### config.mk
export PLATFORM = sky130hd
export DESIGN_NAME = vga_timing_decoder_flat
export DESIGN_NICKNAME = d
export VERILOG_FILES = /design/src/rtl/vga_timing_decoder_if.sv /design/src/rtl/vga_timing_decoder.sv /design/src/flat_wrapper.sv
export SDC_FILE = /design/constraint.sdc
export NUM_CORES = 1
export LEC_CHECK = 0
export ABC_AREA = 1
export CORE_MARGIN = 2
export CORE_UTILIZATION = 43
export DETAILED_ROUTE_END_ITERATION = 10
export GPL_TIMING_DRIVEN = 0
export SLEW_MARGIN = 20
export SYNTH_ARGS = -nofsm -noshare
export SYNTH_HDL_FRONTEND = slang
export SYNTH_SLANG_ARGS = --single-unit
### constraint.sdc
create_clock -name clk -period 6.1 [get_ports clk]
set_clock_uncertainty 0.05 [all_clocks]
set_input_delay 0.915 -clock clk [delete_from_list [all_inputs] [get_ports clk]]
set_output_delay 0.915 -clock clk [all_outputs]
set_load 0.05 [all_outputs]
### src/rtl/vga_timing_decoder_if.sv
// vga_timing_decoder_if
// Bundles the sync pair arriving from the VGA connector side together with
// the timing information recovered from it.
//   master : drives pix_en/hs_in/vs_in, observes the recovered timing
//   slave  : the decoder; samples the sync pair, drives x/y/de/pulses/status
// Signals:
//   pix_en       one-clk pixel strobe
//   hs_in/vs_in  active-low horizontal/vertical sync
//   x, y         active-region column/row, 0 outside the visible area
//   de           visible-area pixel
//   line_start   one-clk pulse on a recognised HS falling edge
//   frame_start  one-clk pulse on a recognised VS falling edge
//   locked       incoming timing matches the configured geometry
//   timing_err   sticky flag, set whenever lock is lost
interface vga_timing_decoder_if;
  logic       pix_en;
  logic       hs_in;
  logic       vs_in;
  logic [9:0] x;
  logic [9:0] y;
  logic       de;
  logic       line_start;
  logic       frame_start;
  logic       locked;
  logic       timing_err;

  modport master (
    output pix_en, hs_in, vs_in,
    input  x, y, de, line_start, frame_start, locked, timing_err
  );

  modport slave (
    input  pix_en, hs_in, vs_in,
    output x, y, de, line_start, frame_start, locked, timing_err
  );
endinterface

### src/rtl/vga_timing_decoder.sv
// vga_timing_decoder
// Receive side of the VGA sync pair. Rebuilds pixel/line counters purely from
// HS/VS falling edges, checks line and frame lengths against the configured
// geometry, and reports lock, visible-area position and data enable.
// Ports:
//   clk    system clock (all state advances only on vif.pix_en)
//   reset  synchronous, active-high
//   vif    vga_timing_decoder_if.slave (sync inputs, recovered timing outputs)
// Build option:
//   VGA_SYNC_GLITCH_FILTER_EN  when defined, a sync edge needs two consecutive
//                              low samples after a high; one-sample low
//                              glitches are ignored. Undefined: plain edges.
module vga_timing_decoder #(
  parameter int H_SYNC   = 96,
  parameter int H_BP     = 48,
  parameter int H_ACTIVE = 640,
  parameter int H_TOTAL  = 800,
  parameter int V_SYNC   = 2,
  parameter int V_BP     = 33,
  parameter int V_ACTIVE = 480,
  parameter int V_TOTAL  = 521
) (
  input logic                 clk,
  input logic                 reset,
  vga_timing_decoder_if.slave vif
);

`ifdef VGA_SYNC_GLITCH_FILTER_EN
  // A filtered edge is seen one pixel late, so hcnt restarts at 1 to keep
  // the visible window where it would be without the filter.
  localparam int EDGE_DELAY = 1;
`else
  localparam int EDGE_DELAY = 0;
`endif

  localparam logic [9:0]  EDGE_LOAD = 10'(EDGE_DELAY);
  localparam logic [10:0] H_LAST    = 11'(H_TOTAL - 1 + EDGE_DELAY);
  localparam logic [10:0] V_LAST    = 11'(V_TOTAL - 1);
  localparam logic [10:0] H_FIRST   = 11'(H_SYNC + H_BP);
  localparam logic [10:0] H_END     = 11'(H_SYNC + H_BP + H_ACTIVE);
  localparam logic [10:0] V_FIRST   = 11'(V_SYNC + V_BP);
  localparam logic [10:0] V_END     = 11'(V_SYNC + V_BP + V_ACTIVE);

  typedef enum logic [1:0] {
    UNLOCKED = 2'd0,
    ACQUIRE  = 2'd1,
    LOCKED   = 2'd2
  } state_t;

  state_t     state, state_nxt;
  logic [9:0] hcnt, vcnt, hcnt_nxt, vcnt_nxt, h_inc, v_inc;
  logic       prev_hs, prev_vs;
  logic       frame_bad;
  logic       hs_edge, vs_edge, bad_line, good_frame;
  logic       err_nxt, de_nxt;
  logic [9:0] x_nxt, y_nxt;
  logic [9:0] x_q, y_q;
  logic       de_q, ls_q, fs_q, locked_q, err_q;

`ifdef VGA_SYNC_GLITCH_FILTER_EN
  logic prev2_hs, prev2_vs;

  // Second history stage for the debounce: high, low, low marks an edge.
  always_ff @(posedge clk) begin
    if (reset) begin
      prev2_hs <= 1'b1;
      prev2_vs <= 1'b1;
    end else if (vif.pix_en) begin
      prev2_hs <= prev_hs;
      prev2_vs <= prev_vs;
    end
  end

  assign hs_edge = prev2_hs & ~prev_hs & ~vif.hs_in;
  assign vs_edge = prev2_vs & ~prev_vs & ~vif.vs_in;
`else
  assign hs_edge = prev_hs & ~vif.hs_in;
  assign vs_edge = prev_vs & ~vif.vs_in;
`endif

  // Next-state view of the counters, checks and lock FSM. The visible
  // window and x/y are derived from the next counter values so that de/x/y
  // line up with hcnt/vcnt without an extra pixel of latency.
  always_comb begin
    h_inc      = (hcnt == 10'h3ff) ? hcnt : hcnt + 10'd1;
    v_inc      = (vcnt == 10'h3ff) ? vcnt : vcnt + 10'd1;
    bad_line   = hs_edge & ({1'b0, hcnt} != H_LAST);
    // A bad line ending on the VS edge itself still belongs to the old frame.
    good_frame = ~frame_bad & ~bad_line & ({1'b0, vcnt} == V_LAST);
    hcnt_nxt   = hs_edge ? EDGE_LOAD : h_inc;
    // The debounced VS edge is seen on the same pixel as the debounced HS
    // edge, so the line counter needs no offset and always restarts at 0.
    vcnt_nxt   = vs_edge ? 10'd0 : (hs_edge ? v_inc : vcnt);

    state_nxt = state;
    err_nxt   = err_q;
    case (state)
      UNLOCKED: if (vs_edge) state_nxt = ACQUIRE;
      ACQUIRE:  if (vs_edge && good_frame) state_nxt = LOCKED;
      LOCKED: begin
        if (bad_line || (vs_edge && !good_frame)) begin
          state_nxt = UNLOCKED;
          err_nxt   = 1'b1;
        end
      end
      default:  state_nxt = UNLOCKED;
    endcase

    de_nxt = (state_nxt == LOCKED)
           && ({1'b0, hcnt_nxt} >= H_FIRST) && ({1'b0, hcnt_nxt} < H_END)
           && ({1'b0, vcnt_nxt} >= V_FIRST) && ({1'b0, vcnt_nxt} < V_END);
    x_nxt  = de_nxt ? hcnt_nxt - H_FIRST[9:0] : 10'd0;
    y_nxt  = de_nxt ? vcnt_nxt - V_FIRST[9:0] : 10'd0;
  end

  // All tracking state and registered outputs. The start pulses are cleared
  // on every clock so they last exactly one clk after the detecting strobe.
  always_ff @(posedge clk) begin
    if (reset) begin
      state     <= UNLOCKED;
      hcnt      <= 10'd0;
      vcnt      <= 10'd0;
      prev_hs   <= 1'b1;
      prev_vs   <= 1'b1;
      frame_bad <= 1'b0;
      x_q       <= 10'd0;
      y_q       <= 10'd0;
      de_q      <= 1'b0;
      ls_q      <= 1'b0;
      fs_q      <= 1'b0;
      locked_q  <= 1'b0;
      err_q     <= 1'b0;
    end else begin
      ls_q <= 1'b0;
      fs_q <= 1'b0;
      if (vif.pix_en) begin
        prev_hs   <= vif.hs_in;
        prev_vs   <= vif.vs_in;
        hcnt      <= hcnt_nxt;
        vcnt      <= vcnt_nxt;
        state     <= state_nxt;
        frame_bad <= vs_edge ? 1'b0 : (frame_bad | bad_line);
        ls_q      <= hs_edge;
        fs_q      <= vs_edge;
        locked_q  <= (state_nxt == LOCKED);
        err_q     <= err_nxt;
        de_q      <= de_nxt;
        x_q       <= x_nxt;
        y_q       <= y_nxt;
      end
    end
  end

  assign vif.x           = x_q;
  assign vif.y           = y_q;
  assign vif.de          = de_q;
  assign vif.line_start  = ls_q;
  assign vif.frame_start = fs_q;
  assign vif.locked      = locked_q;
  assign vif.timing_err  = err_q;

endmodule
### src/flat_wrapper.sv
// flat-port wrapper written by rule: the top's interface ports become plain ports
module vga_timing_decoder_flat 
#(
  parameter int H_SYNC   = 96,
  parameter int H_BP     = 48,
  parameter int H_ACTIVE = 640,
  parameter int H_TOTAL  = 800,
  parameter int V_SYNC   = 2,
  parameter int V_BP     = 33,
  parameter int V_ACTIVE = 480,
  parameter int V_TOTAL  = 521
)
  (clk, reset, vif_pix_en, vif_hs_in, vif_vs_in, vif_x, vif_y, vif_de, vif_line_start, vif_frame_start, vif_locked, vif_timing_err);
  vga_timing_decoder_if vif_i ();
  input logic clk;
  input logic reset;
  input wire logic [$bits(vif_i.pix_en)-1:0] vif_pix_en;
  input wire logic [$bits(vif_i.hs_in)-1:0] vif_hs_in;
  input wire logic [$bits(vif_i.vs_in)-1:0] vif_vs_in;
  output wire logic [$bits(vif_i.x)-1:0] vif_x;
  output wire logic [$bits(vif_i.y)-1:0] vif_y;
  output wire logic [$bits(vif_i.de)-1:0] vif_de;
  output wire logic [$bits(vif_i.line_start)-1:0] vif_line_start;
  output wire logic [$bits(vif_i.frame_start)-1:0] vif_frame_start;
  output wire logic [$bits(vif_i.locked)-1:0] vif_locked;
  output wire logic [$bits(vif_i.timing_err)-1:0] vif_timing_err;
  assign vif_i.pix_en = vif_pix_en;
  assign vif_i.hs_in = vif_hs_in;
  assign vif_i.vs_in = vif_vs_in;
  assign vif_x = vif_i.x;
  assign vif_y = vif_i.y;
  assign vif_de = vif_i.de;
  assign vif_line_start = vif_i.line_start;
  assign vif_frame_start = vif_i.frame_start;
  assign vif_locked = vif_i.locked;
  assign vif_timing_err = vif_i.timing_err;
  vga_timing_decoder #(.H_SYNC(H_SYNC), .H_BP(H_BP), .H_ACTIVE(H_ACTIVE), .H_TOTAL(H_TOTAL), .V_SYNC(V_SYNC), .V_BP(V_BP), .V_ACTIVE(V_ACTIVE), .V_TOTAL(V_TOTAL)) u_core (.clk(clk), .reset(reset), .vif(vif_i));
endmodule
==> summary.md <==
| Metric | Value |
|---|---|
| Num CTS Buffers | `5` |
| Ratio of final minimum period to clock period | `a little under three fifths` |
| TritonCTS clock tree | `built` |
| Combinational Power Share | `about a fifth` |
| Antenna-violating nets left | `0` |
| Wire length of the first global-routing pass | `between 10,000 and 15,000 µm` |
| Post-Synthesis Cell Area | `between 0.003 and 0.004 mm²` |
| # hold bufs at CTS | `0` |
| Largest net degree at the start of global routing | `17` |
| Sequential fraction of design power | `47.4%` |
| CP Launch Type | `input pin` |
| Arr. time, crit path | `3.56 ns` |
| Slew headroom | `61.2%` |
| Filler cells | `723` |
| Fin crit period | `around 3.4 ns` |
| P_leak | `1.51 nW` |
| Worst Tran Pin Value | `0.582 ns` |
| Hold_ws | `between 0.4 and 0.5 ns` |
| Yosys reg bits | `50` |
| WL final | `7920 µm` |
| Sw Pwr | `221 µW` |
| Register area share after synthesis | `roughly a third` |
| Setup Buffers After CTS | `0` |
| Synth cell types | `33` |
| Starting DRT DRC Count | `130` |
| DR pass1 iterations | `4` |
| Average size of a mapped cell | `around 6.8 µm²` |
| Max clock buf depth | `2` |
| Worst Hold Class | `reg -> reg` |
| CTS clk-pin slew, worst paths | `0.10 ns` |
| Core area | `0.00687 mm²` |
| Slowest stage delay, CP | `0.46 ns` |
| Clock power share | `33.9%` |
| Gpl congestion | `around 0.86` |
| Final Hold Vio Count | `0` |
| Post-synth EDFFs | `0` |
| Max Cap Viol | `0` |
| Pwr Density | `204 mW/mm²` |
| Crit-path cells | `clkdlybuf4s50_1 -> nor2_4 -> inv_1 -> buf_2 -> o21ai_1 -> ha_1 -> nand2_1 -> o21ai_0 -> nand2_1 -> inv_1 -> nand2_1 -> nor2_2 -> buf_6 -> nand3_2 -> a21oi_2` |
| CP Class | `in -> reg` |
| Setup_tns | `0 ns` |
| Layout net count | `about 510` |
| Internal | `517 µW` |
| Crit-path max FO | `10` |
| Vias in the first global route | `2,871` |
| Net Sw Frac | `29.9%` |
| Post-DR wirelength/cell | `13.4 µm` |
| Die X | `88.9 µm` |
| Worst-Skew Late Latency | `0.31 ns` |
| YS warnings | `0` |
| Grt total ovfl | `0` |
| I/O pins | `30` |
| Yosys top cell by area | `dfxtp_1` |
| Count leader, synth | `nand2_1` |
| Critical Path Most Common Cell | `nand2_1` |
| Syn_nets | `between 400 and 500` |
| Fraction of registers with async set/reset | `0%` |
| Critical path's top delay family | `buffers and inverters` |
| DRC viols | `0` |
| Initial antenna violation count | `0` |
| Chip height | `88.9 µm` |
| Maximum clock rate | `approximately 300 MHz` |
| Cell row count | `30` |
| Dpl hpwl | `6070 µm` |
| CTS root buffer | `clkbuf_8` |
| Sink Count | `50` |
| Top cells by count, synth | `nand2_1, inv_1, dfxtp_1, a21oi_1, nand3_1` |
| Setup repair after global routing missed its margin | `false` |
| Ant. Diodes | `0` |
| Cell count after synthesis | `459` |
| Synth Flop Type | `dfxtp_1` |
| Final Util | `52.8%` |
| Synth-to-Final Area Change | `16.8%` |
| Vias | `between 2,000 and 3,000` |
| Max Slew Vio Count | `0` |
| Final Setup Violations | `0` |
| Via/cell ratio | `5.03` |
| Slowest cell on crit path | `clkdlybuf4s50_1` |
| Share of cells above drive strength 1 | `roughly 13%` |
| H-tree Lvls | `2` |
| WP buf/inv | `5` |
| Resized cells post-CTS | `0` |
| Total Routing Usage GR | `approximately 22%` |
| DIE AREA | `between 0.007 and 0.008 mm²` |
| Setup crit end kind | `flop` |
| Status | `finished clean` |
| CP required | `about 6.3 ns` |
| Port Buffers | `28` |
| Synth area leaders | `dfxtp_1, nand2_1, a21oi_1, nand3_1, inv_1` |
| Share of the synthesized area in the top cell type | `32.3%` |
| Max VDD drop | `0.106 mV` |
| Initial Utilization | `45.2%` |
## kinds of logic (layout without fill, tap and decap cells)
logic type / after synthesis / count (layout) / share of synthesized area [%]
fa+ha+maj: 6 / 6 / 2.42
xor+xnor: 11 / 11 / 3.11
flops: 50 / 50 / 32.3
simple gates: 227 / 227 / 36.3
buf+inv: 77 / 113 / 10.6
compound gates: 88 / 88 / 15.3
## sequential cells by signal, indices dropped and copies added (netlist names)
signal,flops
u_core.hcnt,10
u_core.vcnt,10
u_core.vif.x,10
u_core.vif.y,10
u_core.state,2
u_core.frame_bad,1
u_core.prev_hs,1
u_core.prev_vs,1
u_core.vif.de,1
u_core.vif.frame_start,1
u_core.vif.line_start,1
u_core.vif.locked,1
u_core.vif.timing_err,1
## placed cells by master (no fill, tap or decap), types with 6 or more instances in the layout
cell and instances:
a21oi_1 47, o21ai_0 27, nand3_1 39, nand2_2 8, nand3_2 11, clkbuf_1 11
clkdlybuf4s50_1 28, ha_1 6, nand4_1 9, inv_1 51, dfxtp_1 50, nor2_2 6
clkbuf_8 6, nor2_1 26, a21oi_2 7, xor2_1 7, nand2_1 110
## metal layers
| metal | wire length, µm | vias to the layer above | track usage (%) |
|---|---|---|---|
| li1 | - | 1554 | - |
| met1 | 3580 | 1373 | 28.1 |
| met2 | 4000 | 39 | 39.5 |
| met3 | 238 | 9 | 2.86 |
| met4 | 97 | 0 | 4.61 |
| met5 | 0 | - | 0 |
## power groups by stage
| stage | sequential (mW) | combinational (mW) | clock (mW) |
|---|---|---|---|
| 2_1_floorplan | 0.359 | 0.101 | 0 |
| 3_3_place_gp | 0.357 | 0.137 | 0 |
| 3_5_place_dp | 0.357 | 0.139 | 0 |
| 4_1_cts | 0.350 | 0.139 | 0.256 |
| 5_1_grt | 0.352 | 0.160 | 0.270 |
| 6_report | 0.350 | 0.138 | 0.250 |
## final timing paths
check | startpoint | to | slack (ns) | cells after the start
setup / recovery | vif_hs_in | u_core.vif.x[9]$_SDFFE_PP0P_ | 2.73 | 15
hold / removal | u_core.vif.x[2]$_SDFFE_PP0P_ | u_core.vif.x[2]$_SDFFE_PP0P_ | 0.42 | 2
setup reg to reg | u_core.hcnt[0]$_SDFFE_PP0P_ | u_core.vif.x[9]$_SDFFE_PP0P_ | 3.17 | 17
hold reg to reg | u_core.vif.x[2]$_SDFFE_PP0P_ | u_core.vif.x[2]$_SDFFE_PP0P_ | 0.42 | 2
## worst reg2reg max path, delay by kind of cell, from the launching register on
kind | cells | cell delay, ns
adders and majority gates | 2 | 0.51
buffers and inverters | 4 | 0.45
DFF | 1 | 0.42
AOI/OAI and AO/OA | 3 | 0.66
and+or+nand+nor | 8 | 0.78
## layout make-up
cell class / instances / area, µm² / share of cell area (%)
flip-flops and latches: 50 / 1000 / 27.6
repair buffers: 28 / 280 / 7.73
clock inverters: 2 / 38.8 / 1.07
clock buffers: 6 / 82.6 / 2.28
inverters: 57 / 214 / 5.90
plain buffers: 20 / 114 / 3.14
multi-input cells: 332 / 1770 / 48.9
well taps: 96 / 120 / 3.31
## metrics by stage
stage / total power, mW / instance area, µm² / worst slack (ns) / std cells
after floorplan: 0.460 / 3100 / 3.40 / 459
after global placement: 0.495 / 3500 / 2.41 / 583
after detailed placement: 0.496 / 3500 / 2.39 / 583
after CTS: 0.745 / 3620 / 2.72 / 591
after global routing: 0.781 / 3620 / 2.47 / 591
final: 0.738 / 3620 / 2.73 / 591
(Power assumes the default switching activity.)
